===== src/rtl/mem_pkg.sv =====
// Shared types for the data-memory load/store front end.
package mem_pkg;

  localparam int unsigned MEM_ADDR_W = 11;
  localparam int unsigned MEM_DATA_W = 32;

  typedef enum logic [1:0] {
    SZ_BYTE = 2'b00,
    SZ_HALF = 2'b01,
    SZ_WORD = 2'b10,
    SZ_ILL  = 2'b11
  } size_e;

  typedef enum logic [1:0] {
    ST_IDLE      = 2'b00,
    ST_LOAD_WAIT = 2'b01,
    ST_RMW_MERGE = 2'b10
  } state_e;

  // Request fields the lane logic still needs after the accept cycle.
  typedef struct packed {
    size_e      size;
    logic       sext;
    logic [1:0] off;
  } req_ctl_t;

  function automatic logic is_misaligned(input size_e size, input logic [1:0] off);
    logic bad;
    case (size)
      SZ_BYTE: bad = 1'b0;
      SZ_HALF: bad = off[0];
      SZ_WORD: bad = |off;
      default: bad = 1'b1;
    endcase
    return bad;
  endfunction

endpackage


===== src/rtl/mem_lane_unit.sv =====
// Little-endian lane extract/extend for loads and lane merge for sub-word stores.
module mem_lane_unit
  import mem_pkg::*;
(
  input  logic [MEM_DATA_W-1:0] word,
  input  size_e                 size,
  input  logic                  sext,
  input  logic [1:0]            off,
  input  logic [15:0]           wdata,
  output logic [MEM_DATA_W-1:0] ld_data_c,
  output logic [MEM_DATA_W-1:0] st_data_c
);

  logic [7:0]  byte_lane;
  logic [15:0] half_lane;

  always_comb begin
    byte_lane = word[{off, 3'b000} +: 8];
    half_lane = off[1] ? word[31:16] : word[15:0];
    ld_data_c = word;
    st_data_c = word;
    case (size)
      SZ_BYTE: begin
        ld_data_c = {{24{sext & byte_lane[7]}}, byte_lane};
        st_data_c[{off, 3'b000} +: 8] = wdata[7:0];
      end
      SZ_HALF: begin
        ld_data_c = {{16{sext & half_lane[15]}}, half_lane};
        st_data_c[{off[1], 4'b0000} +: 16] = wdata;
      end
      default: ;
    endcase
  end

endmodule


===== src/rtl/mem_access_unit.sv =====
// Load/store front end between EX/MEM and the synchronous-read data RAM.
// Word stores complete in one pass; loads and sub-word stores take a second cycle.
module mem_access_unit
  import mem_pkg::*;
#(
  parameter int unsigned ADDR_W = MEM_ADDR_W,
  parameter int unsigned DATA_W = MEM_DATA_W
) (
  input  logic              clk,
  input  logic              rst,
  input  logic              req_valid,
  input  logic              req_we,
  input  logic [1:0]        req_size,
  input  logic              req_signed,
  input  logic [ADDR_W+1:0] req_addr,
  input  logic [DATA_W-1:0] req_wdata,
  output logic              req_ready,
  output logic              stall,
  output logic              rsp_valid,
  output logic [DATA_W-1:0] rsp_rdata,
  output logic              rsp_misalign,
  output logic [ADDR_W-1:0] ram_addr,
  output logic [DATA_W-1:0] ram_din,
  output logic              ram_wen,
  input  logic [DATA_W-1:0] ram_dout
);

  state_e            state_q, state_d;
  req_ctl_t          ctl_q;
  logic [ADDR_W-1:0] addr_q;
  logic [15:0]       wdata_q;

  logic              rsp_valid_d, rsp_misalign_d;
  logic [DATA_W-1:0] rsp_rdata_d;

  size_e             req_size_e;
  logic              req_bad;
  logic              accept;
  logic [DATA_W-1:0] ld_data, st_data;

  assign req_size_e = size_e'(req_size);
  assign req_bad    = is_misaligned(req_size_e, req_addr[1:0]);
  assign req_ready  = (state_q == ST_IDLE);
  assign stall      = !req_ready;
  assign accept     = req_valid && req_ready && !rst;

  mem_lane_unit u_lane (
    .word      (ram_dout),
    .size      (ctl_q.size),
    .sext      (ctl_q.sext),
    .off       (ctl_q.off),
    .wdata     (wdata_q),
    .ld_data_c (ld_data),
    .st_data_c (st_data)
  );

  // Next state, RAM drive and response capture.
  always_comb begin
    state_d        = state_q;
    ram_addr       = '0;
    ram_din        = '0;
    ram_wen        = 1'b0;
    rsp_valid_d    = 1'b0;
    rsp_misalign_d = 1'b0;
    rsp_rdata_d    = '0;
    case (state_q)
      ST_IDLE: begin
        if (accept) begin
          if (req_bad) begin
            rsp_valid_d    = 1'b1;
            rsp_misalign_d = 1'b1;
          end else begin
            ram_addr = req_addr[ADDR_W+1:2];
            if (req_we && (req_size_e == SZ_WORD)) begin
              ram_din     = req_wdata;
              ram_wen     = 1'b1;
              rsp_valid_d = 1'b1;
            end else begin
              state_d = req_we ? ST_RMW_MERGE : ST_LOAD_WAIT;
            end
          end
        end
      end
      ST_LOAD_WAIT: begin
        ram_addr    = addr_q;
        rsp_valid_d = 1'b1;
        rsp_rdata_d = ld_data;
        state_d     = ST_IDLE;
      end
      ST_RMW_MERGE: begin
        ram_addr    = addr_q;
        ram_din     = st_data;
        ram_wen     = 1'b1;
        rsp_valid_d = 1'b1;
        state_d     = ST_IDLE;
      end
      default: state_d = ST_IDLE;
    endcase
    // Reset drops any in-flight write in the very cycle it is seen.
    if (rst) begin
      ram_addr = '0;
      ram_din  = '0;
      ram_wen  = 1'b0;
    end
  end

  always_ff @(posedge clk) begin
    if (rst) begin
      state_q <= ST_IDLE;
    end else begin
      state_q <= state_d;
    end
  end

  // Latched request and registered response.
  always_ff @(posedge clk) begin
    if (rst) begin
      ctl_q        <= '0;
      addr_q       <= '0;
      wdata_q      <= '0;
      rsp_valid    <= 1'b0;
      rsp_misalign <= 1'b0;
      rsp_rdata    <= '0;
    end else begin
      rsp_valid    <= rsp_valid_d;
      rsp_misalign <= rsp_misalign_d;
      rsp_rdata    <= rsp_rdata_d;
      if (accept) begin
        ctl_q   <= '{size: req_size_e, sext: req_signed, off: req_addr[1:0]};
        addr_q  <= req_addr[ADDR_W+1:2];
        wdata_q <= req_wdata[15:0];
      end
    end
  end

endmodule


===== config.mk =====
export PLATFORM = sky130hd
export DESIGN_NAME = mem_access_unit
export DESIGN_NICKNAME = d
export VERILOG_FILES = /design/src/rtl/mem_pkg.sv /design/src/rtl/mem_lane_unit.sv /design/src/rtl/mem_access_unit.sv
export SDC_FILE = /design/constraint.sdc
export NUM_CORES = 1
export LEC_CHECK = 0
export ABC_AREA = 1
export CAP_MARGIN = 5
export CORE_UTILIZATION = 39
export CTS_CLUSTER_SIZE = 20
export DETAILED_ROUTE_END_ITERATION = 7
export PLACE_DENSITY = 0.69
export SYNTH_ARGS = -nofsm -noshare
export SYNTH_HDL_FRONTEND = slang
export SYNTH_SLANG_ARGS = --single-unit
export TNS_END_PERCENT = 30

===== constraint.sdc =====
create_clock -name clk -period 6.1 [get_ports clk]
set_clock_uncertainty 0.05 [all_clocks]
set_input_delay 0.915 -clock clk [delete_from_list [all_inputs] [get_ports clk]]
set_output_delay 0.915 -clock clk [all_outputs]
set_load 0.005 [all_outputs]

== After elaboration in Yosys (flattened, before gate mapping) ==
Cells that the tools add are included.
Storage, ports and cells
  logic and storage cells: 67
  register bits: 68
Operators by class
  reductions and logical operators: 14
  bitwise logic cells: 7
  equality and inequality tests: 5
  $add $sub $neg: 2
  mux-type cells: 25
  shifts and indexed selects: 5
Operator list (count)
  $pmux 32 s2: 3
  $mux 32: 4
  $bwmux 32: 2
  $mux 11: 3
  $shift 16x7->32 const A: 1
  $shift 8x7->32 const A: 1
  $shiftx 16x7->32: 1
  $shiftx 32x6->8: 1
  $shiftx 8x7->32: 1
  $pmux 11 s2: 1
  $mux 16: 1
  $neg 5->7: 2
  $reduce_or 2->1: 4
  $mux 1: 7
  $eq 2x1->1 const B: 3
  $logic_not 2->1: 3
  $not 1->1: 5
  $eq 2x2->1 const B: 2
  $pmux 1 s2: 2
  $logic_and 1x1->1: 3
  $pmux 1 s3: 1
  $reduce_and 3->1: 1
  $reduce_or 3->1: 1
  $and 1x1->1: 2
  2 further kinds: 3

== Longest topological paths before layout ==
Gate-level depths: netlist of the first run.
  depth in word-level cells: 7
  depth in mapped cells: 11

== Cells and area by module ==
Synthesis of the first run repeated with hierarchy kept, for this count alone.
Second synthesis, totals
  cells, all modules: 920
  area, all modules: 5235.0 um^2
By module, submodules not included
  mem_access_unit: times used 1, cells an instance 479, seq. area each 1361.3 um^2, area each 3260.6 um^2
  mem_lane_unit: times used 1, cells an instance 441, seq. area each 0.0 um^2, area each 1974.4 um^2

== Worst setup path after synthesis of the first run ==
OpenSTA, ideal clock, no wires.
  path kind: reg-to-output
  from: register ctl_q[1] (netlist name)
  to: output ram_din[6]
  data arrival time: 1931 ps
  stages on the path, launching flop included: 10
  setup slack: 3204 ps
  required time: 5135 ps
  cells stage by stage: dfxtp_1 buf_4 inv_2 clkbuf_1 ha_1 nor2_1 nand3_1 o211ai_1 nand4_1 a21oi_1
Between the ends
  longest elaborated chain between the ends: 6
  elaborated cells on any way between the ends: 11
RTL lines
  from (decl): line mem_access_unit.sv:29  | req_ctl_t ctl_q;
  from (signal assigned): line mem_access_unit.sv:129  | ctl_q <= '{size: req_size_e, sext: req_signed, off: req_addr[1:0]};
  $neg 5->7, on equally long branches: line mem_lane_unit.sv:29, mem_lane_unit.sv:25
  $shiftx 16x7->32, or another cell as far along: line mem_lane_unit.sv:29  | st_data_c[{off[1], 4'b0000} +: 16] = wdata;
  $bwmux 32, on equally long branches: line mem_lane_unit.sv:29, mem_lane_unit.sv:25
  $pmux 32 s2 *: line mem_lane_unit.sv:22  | case (size)
  $pmux 32 s2 *: line mem_access_unit.sv:66  | case (state_q)
  $mux 32 *: line mem_access_unit.sv:100  | if (rst) begin
  to (decl): line mem_access_unit.sv:23  | output logic [DATA_W-1:0] ram_din,
Every way passes the cells marked *; elsewhere a longest branch is shown, timed or not.

== Worst setup path after layout of the first run ==
  from: input req_size[1]
  to: output ram_din[7]
Between the ends
  longest elaborated chain between the ends: 7
  elaborated cells on any way between the ends: 10
RTL lines
  from (decl): line mem_access_unit.sv:13  | input logic [1:0] req_size,
  $eq 2x2->1: line mem_pkg.sv:29, mem_access_unit.sv:74
  $logic_and 1x1->1: line mem_access_unit.sv:74  | if (req_we && (req_size_e == SZ_WORD)) begin
  $mux 32: line mem_access_unit.sv:74
  $mux 32 *: line mem_access_unit.sv:69  | if (req_bad) begin
  $mux 32 *: line mem_access_unit.sv:68  | if (accept) begin
  $pmux 32 s2 *: line mem_access_unit.sv:66
  $mux 32 *: line mem_access_unit.sv:100
Marks and branches as above.

==> results of run 1 <==
## placed cells by master (no fill, tap or decap), types with 2 or more instances in the layout
| cell | n |
|---|---|
| clkdlybuf4s50_1 | 162 |
| nand2_1 | 157 |
| a21oi_1 | 73 |
| dfxtp_1 | 67 |
| inv_1 | 53 |
| o21ai_0 | 46 |
| o211ai_1 | 43 |
| nand3_1 | 42 |
| a21oi_2 | 36 |
| nor2_1 | 31 |
| nand4_1 | 29 |
| nand3_2 | 27 |
| a211oi_1 | 21 |
| or2_2 | 12 |
| ha_1 | 9 |
| clkbuf_16 | 9 |
| buf_4 | 7 |
| inv_2 | 5 |
| or2_1 | 4 |
| nor2_2 | 2 |
| nand2_2 | 2 |
| clkinv_1 | 2 |
| nand2_4 | 2 |
| nor2_4 | 2 |
| o21ai_2 | 2 |
| bufinv_16 | 2 |
| clkinv_4 | 2 |
## final cells by class
class / instances / area, um^2
sequential: 68 / 1360
tap: 172 / 215
multi-input combinational: 547 / 3130
inverter: 61 / 231
timing repair buffer: 170 / 1680
clock inverter: 5 / 85.1
fill: 1232 / 5720
clock buffer: 11 / 243
## cell families (layout without fill, tap and decap cells)
family                     Yosys count  in the layout  synth area share (%)
buffers and inverters              121            247                  11.7
AOI/OAI and AO/OA                  226            226                  28.6
DFF                                 68             68                  26.8
and+or+nand+nor                    312            312                  30.7
adders and majority gates            9              9                  2.22
## stage by stage
stage | setup WS [ns] | instances | util, %
after global placement | 1.69 | 1018 | 52.3
after detailed placement | 1.61 | 1018 | 52.3
after global routing | 1.45 | 1034 | 54.9
after CTS | 1.60 | 1034 | 54.9
final | 1.62 | 1034 | 54.9
after floorplan | 3.20 | 736 | -
## sequential cells by signal, summed over array words and instances, names as in the netlist
name and count:
rsp_misalign 1, wdata_q 16, ctl_q 5, rsp_rdata 32
state_q 2, addr_q 11, rsp_valid 1
## routing by layer
| layer | global-route usage [%] | vias to the layer above | wire length (um) |
|---|---|---|---|
| met1 | 41.6 | 2611 | 8880 |
| met4 | 8.72 | 0 | 256 |
| met5 | 0 | - | 0 |
| met3 | 4.26 | 25 | 1530 |
| met2 | 44.2 | 276 | 8510 |
| li1 | - | 2787 | - |
## cell usage after synthesis (all sizes together), types with 2 or more instances
cell type / n / area, um^2
clkinv: 2 / 7.51
nor2: 36 / 169
nand2: 161 / 622
nand4: 29 / 181
inv: 59 / 224
o211ai: 43 / 323
dfxtp: 68 / 1360
or2: 16 / 100
nand3: 69 / 480
a211oi: 21 / 158
a21oi: 109 / 681
buf: 46 / 310
ha: 9 / 113
o21ai: 50 / 262
clkbuf: 14 / 52.6
## worst min path at each step
stage	to	startpoint	slack, ns
after global routing	addr_q[6]$_SDFFE_PP0P_	addr_q[6]$_SDFFE_PP0P_	0.44
after floorplan	addr_q[0]$_SDFFE_PP0P_	addr_q[0]$_SDFFE_PP0P_	0.39
after CTS	addr_q[10]$_SDFFE_PP0P_	addr_q[10]$_SDFFE_PP0P_	0.42
after global placement	addr_q[10]$_SDFFE_PP0P_	addr_q[10]$_SDFFE_PP0P_	0.40
after detailed placement	addr_q[10]$_SDFFE_PP0P_	addr_q[10]$_SDFFE_PP0P_	0.41
final	addr_q[10]$_SDFFE_PP0P_	addr_q[10]$_SDFFE_PP0P_	0.42
## power groups by stage
stage,sequential [W],combinational [W],clock [W]
floorplan,0.000479,0.000216,0
global placement,0.000484,0.000345,0
detailed placement,0.000485,0.000348,0
CTS,0.000475,0.000350,0.000577
global route,0.000477,0.000385,0.000600
finish,0.000476,0.000353,0.000572
## critical path, stage by stage
cell             delay, ns
clkdlybuf4s50_1       0.48
inv_1                 0.06
nor2_1                0.12
nand2_1               0.14
nor2_4                0.87
nand3_1               0.20
a21oi_1               0.19
clkdlybuf4s50_1       0.52
==> key figures, run 1 <==
Clocking
  – Clock Tree Buf Depth: 2
  – CTS tree: yes
  – H-Tree Level Count: 3
  – Clk_lat worst skew: 0.34 ns
  – Clock-pin slew on the worst setup and hold paths: 0.06 ns
  – Clk sinks: 68
  – Resized Gates After CTS: 0
  – TritonCTS Buffers: 9
  – # hold bufs at CTS: 0
  – Root Driver: clkbuf_16
  – Post-CTS setup buffer count: 0

Global routing
  – First-pass GRT wire length: 29000 um
  – Largest net degree at the start of global routing: 68
  – Initial antenna violation count: 0
  – Grt ovf: 0
  – Vias in the first global route: 5207
  – Tot GR Track Use: 28.8%

Floorplanning
  – Io pins: 164
  – Starting density of the core: 40.1%
  – Core ar.: 12700 um^2
  – Die Wd: 116 um
  – Die height: 116 um
  – Die area: 13500 um^2
  – Cell row count: 41

Yosys
  – Yosys warning total: 0
  – Synth cell types: 34
  – #FFs+latches synth: 68
  – Top FF cell, synth: dfxtp_1
  – Asr flop ratio synth: 0%
  – Synth Area per Inst: 6.90 um^2
  – Post-synth EDFFs: 0
  – Syn Inst Count: 736
  – Syn nets: 829
  – Synthesized area: 5080 um^2
  – Sequential-to-total area share from yosys stat: 26.8%

Cells and area
  – Share of layout cells above drive strength 1: 13.7%
  – Nets: 950
  – Final instance area: 6950 um^2
  – Area growth syn-to-layout: 36.9%
  – N_diodes: 0

Route
  – DR WL/cell: 18.5 um
  – Post-route DRC: 0
  – Final WL: 19200 um
  – Vias/cell: 5.51
  – First-pass detailed-route iteration total: 6
  – Antenna-violating nets left: 0
  – Vias: 5699
  – 1st-iter DRT viols: 478

Pwr
  – Leakage: 2.27 nW
  – Internal power: 0.000966 W
  – Seq pwr share: 33.9%
  – Worst vdd ir: 0.000106 V
  – Power, Total: 0.00140 W
  – Net Sw Frac: 31.1%
  – Clk pwr share: 40.8%
  – PwrDens: 202 nW/um^2
  – Net Sw Power: 0.000435 W
  – Logic pwr share: 25.2%

STA
  – Slew headroom: 26.3%
  – Slew Limit Fails: 0
  – Min cycle time layout: 4.48 ns
  – Final Setup Violations: 0
  – TNS Setup: 0 ns
  – FMAX: 0.223 GHz
  – Worst-margin pin slew: 1.10 ns
  – Final cycle utilization of the critical path: 73.4%
  – Endpoints failing hold: 0
  – Smallest hold slack: 0.418 ns
  – Unrepaired setup endpoints after global routing: no

Setup path
  – Largest fanout on the critical path: 34
  – FF-to-FF Start: state_q[0]$_SDFFE_PP0P_
  – R2r worst-path depth: 10
  – R2R Path End: state_q[1]$_SDFFE_PP0P_
  – Worst Setup End Kind: output port
  – Arr. time, crit path: 3.51 ns
  – Crit start category: primary input
  – Crit path capture: ram_din[7]
  – Worst setup path startpoint: req_size[1]
  – Flop2flop setup slack: 3.74 ns
  – CP Class: in -> out
  – Worst EP required: 5.13 ns

Run
  – Max_cap viols: 0

Hold path
  – Worst Hold Class: reg -> reg
  – WHS Path Cells: 2

Placement
  – DP HPWL: 14100 um
  – Port-buffer cells: 163
  – RePlAce Congestion: 0.896
  – Area after DPL: 6620 um^2

Outcome
  – Outcome: completed
No activity file was read; power rests on OpenSTA's default activity.
==> inputs of run 2 (changes only) <==
==> constraint.sdc (replaced) <==
create_clock -name clk -period 4.6 [get_ports clk]
set_clock_uncertainty 0.05 [all_clocks]
set_input_delay 0.69 -clock clk [delete_from_list [all_inputs] [get_ports clk]]
set_output_delay 0.69 -clock clk [all_outputs]
set_load 0.005 [all_outputs]
==> run 2 against run 1 <==
  * Die area did not move
  * Cell count rose by 0.39%
  * Combinational power rose by 33%
  * Worst setup slack got worse by 0.97 ns
  * First-iteration DRC count rose by 13%
  * Sequential share of layout area fell by 0.11 points
  * Sequential power rose by 33%
  * Register-to-register slack got worse by 1.4 ns
  * Largest cell class unchanged
  * Core utilization rose by 0.31 points
  * Power rose by 33%
  * Hold slack improved by 0.0029 ns
==> key figures, run 2 (synthesis gave the netlist of run 1 again) <==
Route
  – Final WL: 19200 um (about the same)
  – 1st-iter DRT viols: 540 (+13%)
  – Vias: 5787 (+1.5%)
  – Post-route DRC: 0 (unchanged)
  – First-pass detailed-route iteration total: 5 (-1)
  – Vias/cell: 5.58 (+1.2%)
  – DR WL/cell: 18.5 um (-0.39%)
  – Antenna-violating nets left: 0 (unchanged)

Clocking
  – Clk_lat worst skew: 0.34 ns (about the same)
  – # hold bufs at CTS: 0 (unchanged)
  – Root Driver: clkbuf_16
  – Post-CTS setup buffer count: 0 (unchanged)
  – TritonCTS Buffers: 9 (unchanged)
  – Clock-pin slew on the worst setup and hold paths: 0.06 ns (about the same)
  – CTS tree: yes
  – Clock Tree Buf Depth: 2 (unchanged)
  – Clk sinks: 68 (unchanged)
  – H-Tree Level Count: 3 (unchanged)
  – Resized Gates After CTS: 0 (unchanged)

Hold path
  – Worst Hold Class: reg -> reg
  – Hold_sp: addr_q[0]$_SDFFE_PP0P_

Floorplanning
  – Io pins: 164 (unchanged)
  – Core ar.: 12700 um^2 (unchanged)
  – Die height: 116 um (unchanged)
  – Cell row count: 41 (unchanged)
  – Die Wd: 116 um (unchanged)
  – Starting density of the core: 40.1% (unchanged)
  – Die area: 13500 um^2 (unchanged)

Global routing
  – Initial antenna violation count: 0 (unchanged)
  – Tot GR Track Use: 28.5% (-0.31 points)
  – Largest net degree at the start of global routing: 68 (unchanged)
  – Grt ovf: 0 (unchanged)
  – First-pass GRT wire length: 28900 um (-0.33%)
  – Vias in the first global route: 5157 (-0.96%)

STA
  – Worst-margin pin slew: 0.857 ns (-0.246 ns)
  – Final cycle utilization of the critical path: 85.7%
  – Unrepaired setup endpoints after global routing: no
  – Slew headroom: 42.7% (+16 points)
  – TNS Setup: 0 ns (unchanged)
  – Slew Limit Fails: 0 (unchanged)
  – Min cycle time layout: 3.94 ns
  – FMAX: 0.254 GHz
  – Final Setup Violations: 0 (unchanged)
  – Endpoints failing hold: 0 (unchanged)

Cells and area
  – Most frequent cells in the layout: 162 x clkdlybuf4s50_1, 157 x nand2_1, 73 x a21oi_1, 67 x dfxtp_1, 53 x inv_1
  – N_diodes: 0 (unchanged)
  – Top flop regs: rsp_rdata: 32 flops, wdata_q: 16 flops, addr_q: 11 flops
  – Most common cell after layout, fill and taps aside: clkdlybuf4s50_1
  – Share of layout cells above drive strength 1: 14.2% (+0.51 points)
  – Area growth syn-to-layout: 37.7%
  – Nets: 954 (+0.42%)
  – Biggest register: rsp_rdata
  – Layout Utilization: 55.2% (+0.31 points)
  – Max reg flops: 32 (unchanged)

Pwr
  – Clk pwr share: 41.0% (+0.2 points)
  – Net Sw Frac: 32.0% (+0.95 points)
  – Worst vdd ir: 0.000147 V (+38%)
  – PwrDens: 267 nW/um^2 (+33%)
  – Internal power: 0.00127 W (+32%)
  – Seq pwr share: 33.9% (about the same)
  – Logic pwr share: 25.1% (about the same)
  – Net Sw Power: 0.000598 W (+37%)
  – Leakage: 2.30 nW (+1.1%)

Setup path
  – Worst EP required: 3.86 ns (-1.27 ns)
  – FF-to-FF Start: ctl_q[1]$_SDFFE_PP0P_
  – Flop2flop setup slack: 2.37 ns (-1.37 ns)
  – Largest fanout on the critical path: 16 (-53%)
  – Worst setup path startpoint: ctl_q[0]$_SDFFE_PP0P_
  – CP Class: reg -> out
  – Worst Setup End Kind: output port
  – Crit start category: register
  – Arr. time, crit path: 3.20 ns (-0.31 ns)

Placement
  – Port-buffer cells: 163 (unchanged)
  – RePlAce Congestion: 0.946 (+5.5%)
  – DP HPWL: 14200 um (+1.0%)

Run
  – Max_cap viols: 0 (unchanged)

Outcome
  – Outcome: completed
[run 2: cell types whose count changed in the layout (fill, tap and decap cells not counted), sizes merged]
| cell | before | now |
|---|---|---|
| buf | 8 | 12 |
| clkbuf | 11 | 9 |
| clkinv | 4 | 5 |
| inv | 59 | 60 |
[run 2: power groups by stage]
stage	sequential, W	clock, W	combinational, W
6_report	0.000634	0.000766	0.000469
5_1_grt	0.000638	0.000794	0.000508
4_1_cts	0.000634	0.000769	0.000463
3_5_place_dp	0.000647	0	0.000460
3_3_place_gp	0.000646	0	0.000456
2_1_floorplan	0.000636	0	0.000287
[run 2: final cells by class]
class                           count  area [um^2]
Clock buffer                        9          225
Clock inverter                      7         98.8
Fill cell                        1247         5680
Inverter                           61          231
Multi-Input combinational cell    547         3130
Sequential cell                    68         1360
Tap cell                          172          215
Timing Repair Buffer              174         1720
[run 2: worst max-delay path, cell delays in order (launching register included)]
cell and delay (ns):
dfxtp_1 0.67, inv_2 0.21, ha_1 0.41, nor2_1 0.46
nand3_1 0.14, o211ai_1 0.12, nand4_1 0.14, a21oi_1 0.19
clkdlybuf4s50_1 0.52
[run 2: final timing paths]
check,endpoint,cells after the start
worst max-delay path,ram_din[6],8
worst min-delay path,addr_q[0]$_SDFFE_PP0P_,2
worst max register to register,rsp_rdata[14]$_SDFF_PP0_,7
worst min register to register,addr_q[0]$_SDFFE_PP0P_,2
[run 2: layer usage]
metal  global-route usage [%]  up-vias  part of all wire (%)
met2                     42.5      299                    43
met3                     5.29       26                   8.1
met4                     9.40        0                   2.3
met5                        0        -                     0
li1                         -     2794                     -
met1                     41.2     2668                    47
[run 2: per-stage QoR]
stage	power (W)	setup WS, ns	hold WS (ns)	area (um^2)	cells
4_1_cts	0.00186	0.698	0.420	6990	1038
3_3_place_gp	0.00110	0.914	0.402	6670	1022
6_report	0.00187	0.656	0.421	6990	1038
2_1_floorplan	0.000922	1.93	0.395	5080	736
5_1_grt	0.00194	0.342	0.440	6990	1038
3_5_place_dp	0.00111	0.907	0.411	6670	1022
